File: src/rtl/mips150_mem_access_pkg.sv
// Shared encodings, state enum and store-lane helpers for the MIPS150 MEM-stage access block.
package mips150_mem_pkg;

  typedef enum logic [2:0] {
    MASK_LB  = 3'b000,
    MASK_LH  = 3'b001,
    MASK_LW  = 3'b010,
    MASK_LBU = 3'b011,
    MASK_LHU = 3'b100
  } mask_e;

  typedef enum logic [1:0] {
    MW_NONE = 2'b00,
    MW_SB   = 2'b01,
    MW_SH   = 2'b10,
    MW_SW   = 2'b11
  } mw_e;

  typedef enum logic [1:0] {
    IDLE  = 2'b00,
    ISSUE = 2'b01,
    WAIT  = 2'b10,
    RESP  = 2'b11
  } state_e;

  // Operation context held from accept until the response is produced.
  typedef struct packed {
    logic       is_store;
    mask_e      mask;
    logic [1:0] offset;
  } op_t;

  // Big-endian byte enables: offset 0 is lane [31:24].
  function automatic logic [3:0] store_we(input mw_e mw, input logic [1:0] offset);
    logic [3:0] we;
    we = 4'b0000;
    case (mw)
      MW_SB:   we = 4'b1000 >> offset;
      MW_SH:   we = offset[1] ? 4'b0011 : 4'b1100;
      MW_SW:   we = 4'b1111;
      default: we = 4'b0000;
    endcase
    return we;
  endfunction

  function automatic logic [31:0] store_data(input mw_e mw, input logic [31:0] wdata);
    logic [31:0] d;
    d = '0;
    case (mw)
      MW_SB:   d = {4{wdata[7:0]}};
      MW_SH:   d = {2{wdata[15:0]}};
      MW_SW:   d = wdata;
      default: d = '0;
    endcase
    return d;
  endfunction

  // Store type wins over load when both are requested.
  function automatic logic is_misaligned(input logic is_store, input mw_e mw,
                                         input mask_e mask, input logic [1:0] offset);
    logic bad;
    bad = 1'b0;
    if (is_store) begin
      bad = ((mw == MW_SH) && offset[0]) || ((mw == MW_SW) && (offset != 2'b00));
    end else begin
      bad = (((mask == MASK_LH) || (mask == MASK_LHU)) && offset[0]) ||
            ((mask == MASK_LW) && (offset != 2'b00));
    end
    return bad;
  endfunction

endpackage

File: src/rtl/mips150_mem_access_if.sv
// Pipeline request/response and data-memory bus bundle; addr_err exists only with MIPS150_MISALIGN_TRAP_EN.
interface mips150_mem_access_if #(
  parameter int unsigned ADDR_W = 12
);
  logic              req_valid;
  logic              req_ready;
  logic              is_load;
  logic [2:0]        mask;
  logic [1:0]        mem_write;
  logic [31:0]       addr;
  logic [31:0]       wdata;
  logic              resp_valid;
  logic [31:0]       resp_data;
  logic              bus_err;
  logic              dmem_en;
  logic [3:0]        dmem_we;
  logic [ADDR_W-1:0] dmem_addr;
  logic [31:0]       dmem_wdata;
  logic [31:0]       dmem_rdata;
  logic              dmem_ack;
`ifdef MIPS150_MISALIGN_TRAP_EN
  logic              addr_err;
`endif

  modport slave (
    input  req_valid, is_load, mask, mem_write, addr, wdata, dmem_rdata, dmem_ack,
`ifdef MIPS150_MISALIGN_TRAP_EN
    output addr_err,
`endif
    output req_ready, resp_valid, resp_data, bus_err,
    output dmem_en, dmem_we, dmem_addr, dmem_wdata
  );

  modport master (
    output req_valid, is_load, mask, mem_write, addr, wdata, dmem_rdata, dmem_ack,
`ifdef MIPS150_MISALIGN_TRAP_EN
    input  addr_err,
`endif
    input  req_ready, resp_valid, resp_data, bus_err,
    input  dmem_en, dmem_we, dmem_addr, dmem_wdata
  );

endinterface

File: src/rtl/mips150_load_align.sv
// Extracts the addressed byte/halfword/word from big-endian read data and sign/zero-extends it.
module mips150_load_align
  import mips150_mem_pkg::*;
(
  input  logic [31:0] rdata,
  input  mask_e       mask,
  input  logic [1:0]  offset,
  output logic [31:0] result_c
);

  logic [7:0]  byte_sel;
  logic [15:0] half_sel;

  always_comb begin
    byte_sel = rdata[31:24];
    case (offset)
      2'd0:    byte_sel = rdata[31:24];
      2'd1:    byte_sel = rdata[23:16];
      2'd2:    byte_sel = rdata[15:8];
      default: byte_sel = rdata[7:0];
    endcase
    half_sel = offset[1] ? rdata[15:0] : rdata[31:16];

    result_c = '0;
    case (mask)
      MASK_LB:  result_c = {{24{byte_sel[7]}}, byte_sel};
      MASK_LBU: result_c = {24'd0, byte_sel};
      MASK_LH:  result_c = {{16{half_sel[15]}}, half_sel};
      MASK_LHU: result_c = {16'd0, half_sel};
      MASK_LW:  result_c = rdata;
      default:  result_c = '0;
    endcase
  end

endmodule

File: src/rtl/mips150_mem_access.sv
// MEM-stage load/store engine: one request -> one byte-enabled dmem access -> one response.
// Optional misalignment trap via MIPS150_MISALIGN_TRAP_EN.
module mips150_mem_access
  import mips150_mem_pkg::*;
#(
  parameter int unsigned ADDR_W  = 12,
  parameter int unsigned TIMEOUT = 255
) (
  input  logic                 clk,
  input  logic                 rst,
  mips150_mem_access_if.slave  bus
);

  localparam int unsigned CNT_W = (TIMEOUT == 0) ? 1 : $clog2(TIMEOUT + 1);

  state_e      state;
  op_t         op;
  logic [CNT_W-1:0] cnt;
  logic [CNT_W-1:0] cnt_inc;
  logic        is_store_c;
  logic        accept_c;
  logic        timeout_c;
  logic [31:0] align_c;
  mw_e         mw_c;
  mask_e       mask_in_c;
  logic        unused_addr;

  assign bus.req_ready = (state == IDLE);
  assign mw_c          = mw_e'(bus.mem_write);
  assign mask_in_c     = mask_e'(bus.mask);
  assign is_store_c    = (mw_c != MW_NONE);
  assign accept_c      = bus.req_valid && (state == IDLE) && (bus.is_load || is_store_c);
  assign cnt_inc       = (cnt == {CNT_W{1'b1}}) ? cnt : cnt + CNT_W'(1);
  assign timeout_c     = (TIMEOUT != 0) && (cnt_inc == CNT_W'(TIMEOUT));
  assign unused_addr   = &{1'b0, bus.addr[31:ADDR_W+2]};

  mips150_load_align u_align (
    .rdata    (bus.dmem_rdata),
    .mask     (op.mask),
    .offset   (op.offset),
    .result_c (align_c)
  );

  // Single-process FSM with all bus outputs registered.
  always_ff @(posedge clk) begin
    if (rst) begin
      state          <= IDLE;
      op             <= '0;
      cnt            <= '0;
      bus.resp_valid <= 1'b0;
      bus.resp_data  <= '0;
      bus.bus_err    <= 1'b0;
      bus.dmem_en    <= 1'b0;
      bus.dmem_we    <= '0;
      bus.dmem_addr  <= '0;
      bus.dmem_wdata <= '0;
`ifdef MIPS150_MISALIGN_TRAP_EN
      bus.addr_err   <= 1'b0;
`endif
    end else begin
      bus.resp_valid <= 1'b0;
      bus.bus_err    <= 1'b0;
`ifdef MIPS150_MISALIGN_TRAP_EN
      bus.addr_err   <= 1'b0;
`endif
      case (state)
        IDLE: begin
          bus.resp_data <= '0;
          if (accept_c) begin
            op  <= '{is_store: is_store_c, mask: mask_in_c, offset: bus.addr[1:0]};
            cnt <= '0;
`ifdef MIPS150_MISALIGN_TRAP_EN
            if (is_misaligned(is_store_c, mw_c, mask_in_c, bus.addr[1:0])) begin
              state          <= RESP;
              bus.resp_valid <= 1'b1;
              bus.addr_err   <= 1'b1;
            end else begin
`else
            begin
`endif
              state          <= ISSUE;
              bus.dmem_en    <= 1'b1;
              bus.dmem_we    <= store_we(mw_c, bus.addr[1:0]);
              bus.dmem_addr  <= bus.addr[ADDR_W+1:2];
              bus.dmem_wdata <= store_data(mw_c, bus.wdata);
            end
          end
        end
        ISSUE: begin
          bus.dmem_en <= 1'b0;
          bus.dmem_we <= '0;
          state       <= WAIT;
        end
        WAIT: begin
          cnt <= cnt_inc;
          // Ack beats a timeout landing in the same cycle.
          if (bus.dmem_ack) begin
            state          <= RESP;
            bus.resp_valid <= 1'b1;
            bus.resp_data  <= op.is_store ? 32'd0 : align_c;
          end else if (timeout_c) begin
            state          <= RESP;
            bus.resp_valid <= 1'b1;
            bus.bus_err    <= 1'b1;
            bus.resp_data  <= '0;
          end
        end
        RESP: begin
          bus.resp_data <= '0;
          state         <= IDLE;
        end
        default: state <= IDLE;
      endcase
    end
  end

endmodule
File: src/flat_wrapper.sv
// flat-port wrapper written by rule: the top's interface ports become plain ports
module mips150_mem_access_flat import mips150_mem_pkg::*;
#(
  parameter int unsigned ADDR_W  = 12,
  parameter int unsigned TIMEOUT = 255
)
  (clk, rst, bus_req_valid, bus_is_load, bus_mask, bus_mem_write, bus_addr, bus_wdata, bus_dmem_rdata, bus_dmem_ack, bus_req_ready, bus_resp_valid, bus_resp_data, bus_bus_err, bus_dmem_en, bus_dmem_we, bus_dmem_addr, bus_dmem_wdata);
  mips150_mem_access_if #(.ADDR_W(ADDR_W)) bus_i ();
  input  logic clk;
  input  logic rst;
  input wire logic [$bits(bus_i.req_valid)-1:0] bus_req_valid;
  input wire logic [$bits(bus_i.is_load)-1:0] bus_is_load;
  input wire logic [$bits(bus_i.mask)-1:0] bus_mask;
  input wire logic [$bits(bus_i.mem_write)-1:0] bus_mem_write;
  input wire logic [$bits(bus_i.addr)-1:0] bus_addr;
  input wire logic [$bits(bus_i.wdata)-1:0] bus_wdata;
  input wire logic [$bits(bus_i.dmem_rdata)-1:0] bus_dmem_rdata;
  input wire logic [$bits(bus_i.dmem_ack)-1:0] bus_dmem_ack;
  output wire logic [$bits(bus_i.req_ready)-1:0] bus_req_ready;
  output wire logic [$bits(bus_i.resp_valid)-1:0] bus_resp_valid;
  output wire logic [$bits(bus_i.resp_data)-1:0] bus_resp_data;
  output wire logic [$bits(bus_i.bus_err)-1:0] bus_bus_err;
  output wire logic [$bits(bus_i.dmem_en)-1:0] bus_dmem_en;
  output wire logic [$bits(bus_i.dmem_we)-1:0] bus_dmem_we;
  output wire logic [$bits(bus_i.dmem_addr)-1:0] bus_dmem_addr;
  output wire logic [$bits(bus_i.dmem_wdata)-1:0] bus_dmem_wdata;
  assign bus_i.req_valid = bus_req_valid;
  assign bus_i.is_load = bus_is_load;
  assign bus_i.mask = bus_mask;
  assign bus_i.mem_write = bus_mem_write;
  assign bus_i.addr = bus_addr;
  assign bus_i.wdata = bus_wdata;
  assign bus_i.dmem_rdata = bus_dmem_rdata;
  assign bus_i.dmem_ack = bus_dmem_ack;
  assign bus_req_ready = bus_i.req_ready;
  assign bus_resp_valid = bus_i.resp_valid;
  assign bus_resp_data = bus_i.resp_data;
  assign bus_bus_err = bus_i.bus_err;
  assign bus_dmem_en = bus_i.dmem_en;
  assign bus_dmem_we = bus_i.dmem_we;
  assign bus_dmem_addr = bus_i.dmem_addr;
  assign bus_dmem_wdata = bus_i.dmem_wdata;
  mips150_mem_access #(.ADDR_W(ADDR_W), .TIMEOUT(TIMEOUT)) u_core (.clk(clk), .rst(rst), .bus(bus_i));
endmodule
File: config.mk
export PLATFORM = sky130hd
export DESIGN_NAME = mips150_mem_access_flat
export DESIGN_NICKNAME = d
export VERILOG_FILES = /design/src/rtl/mips150_mem_access_pkg.sv /design/src/rtl/mips150_mem_access_if.sv /design/src/rtl/mips150_load_align.sv /design/src/rtl/mips150_mem_access.sv /design/src/flat_wrapper.sv
export SDC_FILE = /design/constraint.sdc
export NUM_CORES = 1
export LEC_CHECK = 0
export ABC_CLOCK_PERIOD_IN_PS = 1900
export CAP_MARGIN = 20
export CORE_MARGIN = 2
export CORE_UTILIZATION = 41
export DETAILED_ROUTE_END_ITERATION = 8
export HOLD_SLACK_MARGIN = 0.02
export PLACE_DENSITY = 0.77
export SYNTH_ARGS = -nofsm -noshare
export SYNTH_HDL_FRONTEND = slang
export SYNTH_SLANG_ARGS = --single-unit
File: constraint.sdc
create_clock -name clk -period 1.9 [get_ports clk]
set_input_delay 0.19 -clock clk [delete_from_list [all_inputs] [get_ports clk]]
set_output_delay 0.19 -clock clk [all_outputs]
set_load 0.02 [all_outputs]
==> results.py <==
metrics = {
    "cts": {
        "clk_latency_ns": 0.35,
        "holdBufCountCts": 0,
        "cts_root_buffer": "clkbuf_16",
        "cts_made_buffers": 9,
        "clkTransAtPathRegs_ns": 0.07,
        "cts_tree": "yes",
        "clk_path_buf_depth": 2,
        "htree_levels": 3,
        "clock_sink_count": 99,
    },
    "critical_path": {
        "crit_path_end_kind": "register",
        "critical_path_required_ns": 2.11,
        "start_kind": "register",
        "path_max_fanout": 16,
        "arrival_ns": 2.11,
        "path_class": "register to register",
    },
    "synthesis": {
        "synth.yosys.seq_area_share_pct": 36.7,
        "synth_edf_count": 0,
        "ys_ff_latch": 99,
        "syn-num-nets": 752,
        "synth.avg_cell_area_sq_um": 8.42,
        "synthCells": 642,
        "synth-adder-area-share_pct": 0.926,
        "synth-async-reset-ratio_pct": 0,
        "syn-cell-area_sq_um": 5410,
        "synth_xor_area_share_pct": 0.324,
        "synth.area.mux_share_pct": 6.83,
        "synth_top_family_by_area": "compound AO/OA/AOI/OAI gates",
        "synth.distinct_cells": 63,
        "synth_top_area_share_pct": 36.7,
        "synthFlopType": "dfxtp_1",
        "yosys_warnings": 0,
        "synth_top_area_cell": "dfxtp_1",
        "synth_area_leaders": "dfxtp_1 37%, nand2_1 7.4%, o311ai_2 6.3%, a21oi_1 5.5%, mux2_2 3.5%",
        "synth_compound_area_share_pct": 28.3,
        "yosys.area_share.simple_pct": 21.4,
    },
    "finish": {
        "synthToLayoutAreaGrowth_pct": 46.0,
        "layout_common_cells": "169 x clkdlybuf4s50_1, 107 x nand2_1, 94 x dfxtp_1",
        "final_area_sq_um": 7900,
        "final_nets": 931,
        "layout_commonest_cell": "clkdlybuf4s50_1",
        "antennaDiodeCount": 0,
        "drive_above_1_share_pct": 17.2,
    },
    "grt": {
        "first_global_vias": 5754,
        "grt_max_degree": 63,
        "grt_pass1_wl_microns": 28600,
        "antenna_found_initial": 0,
        "grtUsageTotal_pct": 24.8,
        "grt_overflow_total": 0,
    },
    "floorplanning": {
        "die_area_sq_um": 14100,
        "io_pins": 190,
        "core_area_sq_um": 12700,
        "start_util_pct": 42.5,
        "die_w_microns": 119,
        "fp.dieH_microns": 119,
        "rows": 41,
    },
    "timing": {
        "fmax_mhz": 526,
        "holdWs_ns": 0.165,
        "timing.final.crit_share_pct": 100,
        "period_needed_ns": 1.90,
        "tightest_slew_ns": 0.675,
        "final-hold-violation-count": 0,
        "maxSlewHeadroom_pct": 55.0,
        "final.setup_skew_ns": 0.00552,
        "rsz0062_at_grt": "true",
        "slew_viol_final": 0,
        "setup_violations": 0,
    },
    "placement": {
        "dp_hpwl_microns": 12800,
        "port_buffers": 171,
        "place.gp.congestion": 0.907,
        "place_area_sq_um": 7530,
    },
    "drt": {
        "drtAntennaViolNets": 0,
        "viasPerCell": 5.82,
        "first_iter_violations": 433,
        "num_vias": 5811,
        "drt_first_pass_iters": 5,
        "routed_wire_length_per_instance_microns": 18.0,
        "drc_errors": 0,
        "wirelength_microns": 18000,
    },
    "pwr": {
        "leakage_nw": 2.77,
        "power.density_nw_per_um2": 1000,
        "peakVddDrop_v": 0.000528,
    },
    "worst_hold_path": {
        "min_path_type": "primary input to register",
    },
    "flow_run": {
        "max_cap_viol_count": 0,
    },
    "status": {
        "outcome": "complete, no violations",
    },
}
==> cell type report <==
class                   instances  area (sq um)
well taps                     172           215
fillers                      1128          4830
inverters                      11          41.3
repair buffers                226          2170
flip-flops and latches         99          1990
clock buffers                   9           225
clock inverters                 7          98.8
multi-input cells             474          3160
==> registers in the layout, indices dropped and copies added (netlist names) <==
name                   cells
u_core.bus.dmem_en         1
u_core.bus.resp_data      32
u_core.state               2
u_core.bus.dmem_wdata     32
u_core.bus.dmem_addr      12
u_core.op                  6
u_core.bus.resp_valid      1
u_core.bus.bus_err         1
u_core.bus.dmem_we         4
u_core.cnt                 8
==> kinds of logic (layout without fill, tap and decap cells) <==
kind of cell	count (synthesis)	count (layout)
and+or+nand+nor	249	249
DFF	99	99
adders and majority gates	4	4
AOI/OAI and AO/OA	193	193
buffers and inverters	69	253
xor gates and xnor gates	2	2
muxes	26	26
==> synthesized netlist by cell type, drive strengths merged (7+ instances only) <==
cell	number
nand2	110
dfxtp	99
a21oi	60
nor2	47
clkbuf	37
nand3	36
o311ai	33
o21ai	30
buf	21
a22oi	20
mux2	17
and2	16
inv	11
a311oi	10
nand2b	10
a21o	7
a222oi	7
mux4	7
nor3	7
==> where the power goes <==
group / internal [mW] / switching [mW] / total (mW) / leakage, nW
Sequential: 2.38 / 0.214 / 2.59 / 0.809
Clock: 1.16 / 0.870 / 2.03 / 0.156
Combinational: 1.45 / 1.84 / 3.29 / 1.81
Total: 4.99 / 2.92 / 7.91 / 2.77
==> repair_timing <==
action / CTS / global route
gates resized for setup: 9 / 15
pin swaps: 2 / 1
setup buffers: 0 / 0
setup endpoints to repair: 33 / 35
==> stage by stage <==
step                util [%]  std cells  TNS (ns)  power [mW]  setup WS, ns
floorplan                  -        642         0        4.42       0.00235
global placement        59.2        982    -0.934        5.71       -0.0893
detailed placement      59.2        982     -3.21        5.82        -0.128
CTS                     62.0        998         0        7.89       0.00312
global route            62.1        998    -0.681        8.28       -0.0460
finish                  62.1        998         0        7.91      0.000409
==> path summary, 6_finish.rpt <==
path,start,end,slack (ns),depth (start not counted)
max reg2reg,u_core.op[1],u_core.bus.resp_data[29],0.0004,5
min,rst,u_core.bus.bus_err,0.17,2
max,u_core.op[1],u_core.bus.resp_data[29],0.0004,5
min reg2reg,u_core.bus.dmem_addr[0],u_core.bus.dmem_addr[0],0.46,2
==> layer usage <==
layer	GRT usage, %	wire length [microns]	share of wire (%)	vias up
li1	-	-	-	2712
met2	41.3	8490	47	300
met4	10.5	534	3.0	0
met1	29.5	7320	41	2755
met5	0	0	0	-
met3	7.81	1650	9.2	44
==> critical path: stages (launching register included) <==
cell and delay, ns:
dfxtp_1 0.43, mux4_2 0.56, nand3_2 0.11, nand2_2 0.20, o21ai_0 0.31, o311ai_1 0.15
Note: power is estimated with default switching activity, not from simulation.
